===== src/rtl/select_scheduler.sv =====
// Round-robin select scheduler: snapshots a request vector on start and issues one index at a time, each held for HOLD cycles.
// Optional grant counter port enabled by defining SELECT_SCHEDULER_GRANT_CNT_EN.
module select_scheduler #(
    parameter int N_REQ = 8,
    parameter int SEL_W = $clog2(N_REQ),
    parameter int HOLD  = 2
) (
    input  logic             clk,
    input  logic             rst,
    input  logic             start,
    input  logic [N_REQ-1:0] req,
    output logic [SEL_W-1:0] select,
    output logic             sel_valid,
    output logic             busy,
    output logic             done
`ifdef SELECT_SCHEDULER_GRANT_CNT_EN
    ,
    output logic [15:0]      grant_cnt
`endif
);

    localparam int HW = $clog2(HOLD + 1);

    typedef enum logic [1:0] {
        IDLE,
        ISSUE,
        DONE
    } state_t;

    state_t           state;
    logic [N_REQ-1:0] pending;
    logic [SEL_W-1:0] rr_ptr;
    logic [HW-1:0]    hold_cnt;

    logic [N_REQ-1:0] src;
    logic [N_REQ-1:0] src_clr;
    logic [SEL_W-1:0] pick;
    logic             grant_fire;

    // Scanning downward lets the lowest offset from ptr win; the index wraps because N_REQ is a power of 2.
    function automatic logic [SEL_W-1:0] rr_pick(input logic [N_REQ-1:0] vec,
                                                 input logic [SEL_W-1:0] ptr);
        logic [SEL_W-1:0] idx;
        rr_pick = ptr;
        for (int i = N_REQ - 1; i >= 0; i--) begin
            idx = ptr + SEL_W'(i);
            if (vec[idx]) rr_pick = idx;
        end
    endfunction

    // NOTE: every always_comb output is assigned unconditionally so no latch can be inferred.
    always_comb begin
        src           = (state == IDLE) ? req : pending;
        pick          = rr_pick(src, rr_ptr);
        src_clr       = src;
        src_clr[pick] = 1'b0;
        grant_fire    = ((state == IDLE) && start && (req != '0)) ||
                        ((state == ISSUE) && (hold_cnt == '0) && (pending != '0));
    end

    // NOTE: sequential state uses non-blocking assignments only, so every register samples pre-edge values.
    always_ff @(posedge clk or posedge rst) begin
        if (rst) begin
            state     <= IDLE;
            select    <= '0;
            sel_valid <= 1'b0;
            busy      <= 1'b0;
            done      <= 1'b0;
            pending   <= '0;
            rr_ptr    <= '0;
            hold_cnt  <= '0;
        end else begin
            if (grant_fire) begin
                select    <= pick;
                sel_valid <= 1'b1;
                pending   <= src_clr;
                rr_ptr    <= pick + SEL_W'(1);
                hold_cnt  <= HW'(HOLD - 1);
            end
            case (state)
                IDLE: begin
                    if (start) begin
                        busy <= 1'b1;
                        if (req != '0) begin
                            state <= ISSUE;
                        end else begin
                            pending <= '0;
                            done    <= 1'b1;
                            state   <= DONE;
                        end
                    end
                end
                ISSUE: begin
                    if (hold_cnt != '0) begin
                        hold_cnt <= hold_cnt - HW'(1);
                    end else if (pending == '0) begin
                        sel_valid <= 1'b0;
                        done      <= 1'b1;
                        state     <= DONE;
                    end
                end
                DONE: begin
                    done  <= 1'b0;
                    busy  <= 1'b0;
                    state <= IDLE;
                end
                default: state <= IDLE;
            endcase
        end
    end

`ifdef SELECT_SCHEDULER_GRANT_CNT_EN
    always_ff @(posedge clk or posedge rst) begin
        if (rst) begin
            grant_cnt <= '0;
        end else if (grant_fire && (grant_cnt != 16'hFFFF)) begin
            grant_cnt <= grant_cnt + 16'd1;
        end
    end
`endif

endmodule


===== config.mk =====
export PLATFORM = sky130hd
export DESIGN_NAME = select_scheduler
export DESIGN_NICKNAME = d
export VERILOG_FILES = /design/src/rtl/select_scheduler.sv
export SDC_FILE = /design/constraint.sdc
export NUM_CORES = 1
export LEC_CHECK = 0
export BUFFER_PORTS_ARGS = -buffer_cell sky130_fd_sc_hd__buf_2
export CAP_MARGIN = 30
export CORE_MARGIN = 2
export CORE_UTILIZATION = 60
export DETAILED_ROUTE_END_ITERATION = 10
export PLACE_DENSITY = 0.82
export SETUP_SLACK_MARGIN = 0.5
export SLEW_MARGIN = 20
export SYNTH_ARGS = -nofsm -noshare
export SYNTH_HDL_FRONTEND = slang
export SYNTH_SLANG_ARGS = --single-unit

===== constraint.sdc =====
create_clock -name clk -period 9.2 [get_ports clk]
set_input_delay 0.46 -clock clk [delete_from_list [all_inputs] [get_ports clk]]
set_output_delay 0.46 -clock clk [all_outputs]
set_load 0.01 [all_outputs]

# Word-level counts from Yosys, hierarchy flattened
# Index checks and enable logic that the tools add are counted.
[totals]
ff_bits = 21
in_bits = 11
elab_cells = 102
output_inout_bits = 6
[op_classes]
n_addsub = 9
reduce_logical = 17
n_lt_le_gt_ge = 10
bitwise = 2
n_mux = 50
n_eq_ne = 6
[ops]
columns = ["cell", "n"]
rows = [
  ["two-way mux 8 bit", 5],
  ["less-than comparator 3 x 4 -> 1 bit, second input constant", 9],
  ["binary-select mux 1 bit (select 3 bit)", 8],
  ["two-way mux 3 bit", 8],
  ["two-way mux 1 bit", 18],
  ["nonzero test 8 bit", 2],
  ["two-way mux 2 bit", 7],
  ["adder 3 bit, second input constant", 4],
  ["AND 8 bit", 1],
  ["logical NOT 8 bit", 1],
  ["inverter 8 bit", 1],
  ["adder 3 x 1 -> 3 bit, second input constant", 2],
  ["adder 3 x 2 -> 3 bit, second input constant", 2],
  ["inequality test 2 bit, second input constant", 3],
  ["logical AND 1 bit", 5],
  ["AND reduction 5 bit", 1],
  ["logical NOT 2 bit", 2],
  ["one-hot mux 2 bit (2 select lines)", 1],
  ["nonzero test 2 bit", 2],
  ["demux 1 bit (select 3 bit)", 1],
  ["greater-or-equal comparator 3 x 1 -> 1 bit, second input constant", 1],
  ["one-hot mux 1 bit (3 select lines)", 1],
  ["AND reduction 3 bit", 1],
  ["nonzero test 3 bit", 1],
  ["other kinds (7)", 7],
]

# Longest topological paths before layout
[depth]
ltp_word = 22
ltp_mapped = 16

# Worst setup path before layout
# Ideal clock, no wire load.
[synth_path]
path_type = "register -> register"
from = "reg rr_ptr[0]"
to = "reg pending[2]"
stages_incl_launch_ff = 15
setup_time_ns = 0.149
t_arrival_ns = 3.585
synth_period_minus_slack_ns = 3.734
setup_slack_ns = 5.466
cell_sequence = "dfrtp_1 > clkbuf_1 > inv_1 > clkbuf_1 > ha_1 > xnor2_1 > mux4_2 > and2_1 > or3_1 > a211oi_1 > o21ai_0 > and4bb_1 > buf_4 > nor3b_1 > a211oi_1"
[synth_between]
elab_chain_cells = 21
elab_cells_between_ends = 42
[synth_rtl]
columns = ["element", "line_no", "rtl"]
rows = [
  ["from (decl)", "32", "logic [SEL_W-1:0] rr_ptr;"],
  ["from (signal assigned)", "77", "rr_ptr <= pick + SEL_W'(1);"],
  ["adder 3 bit", "46", "idx = ptr + SEL_W'(i);"],
  ["binary-select mux 1 bit (select 3 bit)", "47", "if (vec[idx]) rr_pick = idx;"],
  ["two-way mux 1 bit (not written as such)", "47", ""],
  ["two-way mux 3 bit (7 in a row)", "47", ""],
  ["two-way mux 3 bit *", "47", ""],
  ["less-than comparator 3 x 4 -> 1 bit (not written as such) or greater-or-equal comparator 3 x 1 -> 1 bit (tied branches)", "56", "src_clr[pick] = 1'b0;"],
  ["logical AND 1 bit (not written as such)", "56", ""],
  ["two-way mux 1 bit (not written as such)", "56", ""],
  ["demux 1 bit (select 3 bit) *", "56", ""],
  ["inverter 8 bit (no source line) *", "-", ""],
  ["AND 8 bit (no source line) *", "-", ""],
  ["two-way mux 8 bit *", "73", "if (grant_fire) begin"],
  ["two-way mux 8 bit", "84", "if (req != '0) begin"],
  ["two-way mux 8 bit", "82", "if (start) begin"],
  ["two-way mux 8 bit *", "80", "case (state)"],
  ["to (signal assigned)", "76", "pending <= src_clr;"],
  ["to (decl)", "31", "logic [N_REQ-1:0] pending;"],
]
# Every way passes the cells marked *; elsewhere a longest branch is shown, timed or not. The select of a mux whose other input is x is not followed.
# A chain may end at the register's enable or synchronous reset.

# Worst setup path in the final report
[layout_path]
from = "reg rr_ptr[0]"
to = "reg pending[3]"
# Same word-level chain as after synthesis.

==> results.toml <==
[worst_setup_path]
cp-endpoint = "pending[3]$_DFF_PP0_"
reg2reg_from = "rr_ptr[0]$_DFFE_PP0N_"
crit_start = "rr_ptr[0]$_DFFE_PP0N_"
cp_max_fo = 27
cp-end-kind = "flip-flop"
crit_type = "reg2reg"
r2r_slack_ns = 4.18
worstSetupStartpointType = "flip-flop"
crit_required_ns = 9.35
reg2reg_depth = 11
arrival_ns = 5.17
r2r_end = "pending[3]$_DFF_PP0_"

[sta]
tightestPinTransition_ns = 0.895
setup_slack_ns = 4.18
rsz0062_at_grt = "false"
period_minus_slack_ns = 5.02
fin_skew_ns = 0.00223
hold_viol_final = 0
setup_viol = 0
setup_tns_ns = 0
fmax_mhz = 199
slew_viol_final = 0
finalCritPeriodShare_pct = 54.6
timing.slew.headroom_pct = 40.2

[placed_design]
place_congestion = 1.00
preCtsSetupSlack_ns = 4.24
dp_hpwl_mm = 4.50
port_buffers = 16

[logic_synthesis]
netlist_instances = 271
yosysWarnings = 0
synth_flop_cell = "dfrtp_1"
netlist_top_cells_count = "mux2i_1 (27), dfrtp_1 (21), nand2_1 (21)"
ys_types = 59
avgSynthCellArea_sq_um = 8.92
ys_top_cells_by_area = "dfrtp_1 (22%), mux4_2 (13%), mux2i_1 (11%)"
yosysMostFrequentCell = "mux2i_1"
synth.top_cell.area_share_pct = 21.7
synth_edf_count = 0
yosys.area.top_type = "dfrtp_1"
synthesis.area_sq_um = 2420
async_flop_share_pct = 100
synth_fp_nets = 284
ys_seq_area_share_pct = 21.7
synth_seq_cells = 21

[detailed_routing]
vias_per_cell = 7.21
ant_nets = 0
wl_per_cell_um = 19.7
dr.pass1.iters = 5
vias = 2330
drt-initial-drc-count = 317
drc = 0
wl_mm = 6.35

[floorplan]
ios = 17
rows = 23
die_width_um = 67.5
initial_core_util_pct = 61.3
die_h_um = 67.5
core_area_sq_um = 3940
die_area_sq_um = 4550

[global_route]
busiest_layer = "met2"
grt_max_degree = 31
antenna_found_initial = 0
met3_usage_pct = 4.00
grt_pass1_wl_mm = 10.7
grt_use_met1_pct = 42.9
grt_use_met2_pct = 49.0
grt_usage_pct = 31.4
first_global_vias = 2180
grt_overflow_total = 0

[clock_tree]
clkTransAtPathRegs_ns = 0.07
ctsHoldBuffers = 0
cts_made_buffers = 3
cts-root-buf = "clkbuf_8"
clock-sinks = 21
htree_levels = 1
cts_setup_buffers = 0
cts_resized = 0
clock_latency_ns = 0.26
cts_buffer_depth = 2
cts_tree = "yes"

[finish]
fill_cells = 335
fin_nets = 287
regArea_sq_um = 526
drive_gt1_share_pct = 17.6
diodes = 0
area_delta_synth_final_pct = 4.19
multi_input_area_sq_um = 1750

[outcome]
status = "finished, final reports clean"

[hold_path]
worst_hold_path_type = "in2async"

[flow_run]
drv_cap = 0
==> sequential cells by signal, summed over array words and instances, names as in the netlist <==
name and flops:
busy 1, select 3, sel_valid 1, hold_cnt 2, state 2, done 1
rr_ptr 3, pending 8
==> worst max-delay path, stage by stage (launching register included) <==
cell,delay (ns)
dfrtp_1,0.88
inv_1,0.47
ha_1,0.91
mux2i_1,0.23
mux4_2,0.49
and2_1,0.17
or3_1,0.42
a211oi_1,0.30
o41ai_1,0.11
and4bb_1,0.54
nand3_1,0.16
a32o_1,0.23
==> metrics by stage <==
stage,instances,area (sq um),utilization (%),hold WS [ns]
global placement,318,2470,62.6,0.454
CTS,322,2510,63.7,0.363
finish,323,2520,63.9,0.333
detailed placement,318,2470,62.6,0.455
global route,323,2520,63.9,0.427
floorplan,271,2420,-,0.437
==> cell usage in the layout (no fill, tap or decap), types with 2 or more instances in the layout <==
| cell | count |
|---|---|
| nand2b_1 | 6 |
| nor4_1 | 3 |
| nand2_1 | 21 |
| or3_1 | 4 |
| a211oi_1 | 11 |
| nand3b_1 | 2 |
| a211o_1 | 3 |
| clkbuf_8 | 3 |
| o311ai_0 | 2 |
| nor2_1 | 20 |
| nor3_1 | 9 |
| or2_2 | 2 |
| nor3b_1 | 2 |
| nand4_1 | 3 |
| nand3_1 | 5 |
| xnor2_1 | 3 |
| o22ai_1 | 5 |
| o211ai_1 | 2 |
| or4_1 | 2 |
| a21o_1 | 6 |
| a311oi_1 | 4 |
| o21ai_0 | 9 |
| o21a_1 | 3 |
| mux2_2 | 5 |
| and2_1 | 6 |
| ha_1 | 2 |
| mux2i_1 | 27 |
| nor2b_1 | 2 |
| mux4_2 | 14 |
| a21oi_1 | 13 |
| inv_1 | 9 |
| buf_2 | 16 |
| dfrtp_1 | 21 |
| a31oi_1 | 3 |
==> worst min-delay path by stage <==
| stage | startpoint | to | depth (start not counted) |
|---|---|---|---|
| 2_1_floorplan | rst | busy$_DFFE_PP0P_ | 1 |
| 3_3_place_gp | select[1]$_DFFE_PP0N_ | select[1]$_DFFE_PP0N_ | 2 |
| 3_5_place_dp | select[1]$_DFFE_PP0N_ | select[1]$_DFFE_PP0N_ | 2 |
| 4_1_cts | rst | pending[4]$_DFF_PP0_ | 2 |
| 5_1_grt | rst | pending[4]$_DFF_PP0_ | 2 |
| 6_report | rst | busy$_DFFE_PP0P_ | 2 |
==> final cells by class <==
cell class | count | area share [%]
well taps | 50 | 2.48
flip-flops and latches | 21 | 20.9
clock buffers | 4 | 1.79
multi-input cells | 220 | 69.6
inverters | 10 | 1.49
repair buffers | 18 | 3.78
==> cells by family (layout without fill, tap and decap cells) <==
family | after synthesis | in the layout | share of synthesized area (%)
and+or+nand+nor | 94 | 94 | 21.0
AOI/OAI and AO/OA | 74 | 74 | 22.5
buffers and inverters | 30 | 32 | 5.74
xor gates and xnor gates | 4 | 4 | 1.45
DFF | 21 | 21 | 21.7
adders and majority gates | 2 | 2 | 1.04
muxes | 46 | 46 | 26.6
==> layer usage <==
metal | vias up | wire length (um)
li1 | 1066 | -
met3 | 29 | 560
met2 | 135 | 2910
met4 | 0 | 278
met5 | - | 0
met1 | 1100 | 2600
Power is not shown: default switching activity piles up to over one toggle a cycle in this logic, so the estimate is an artifact.
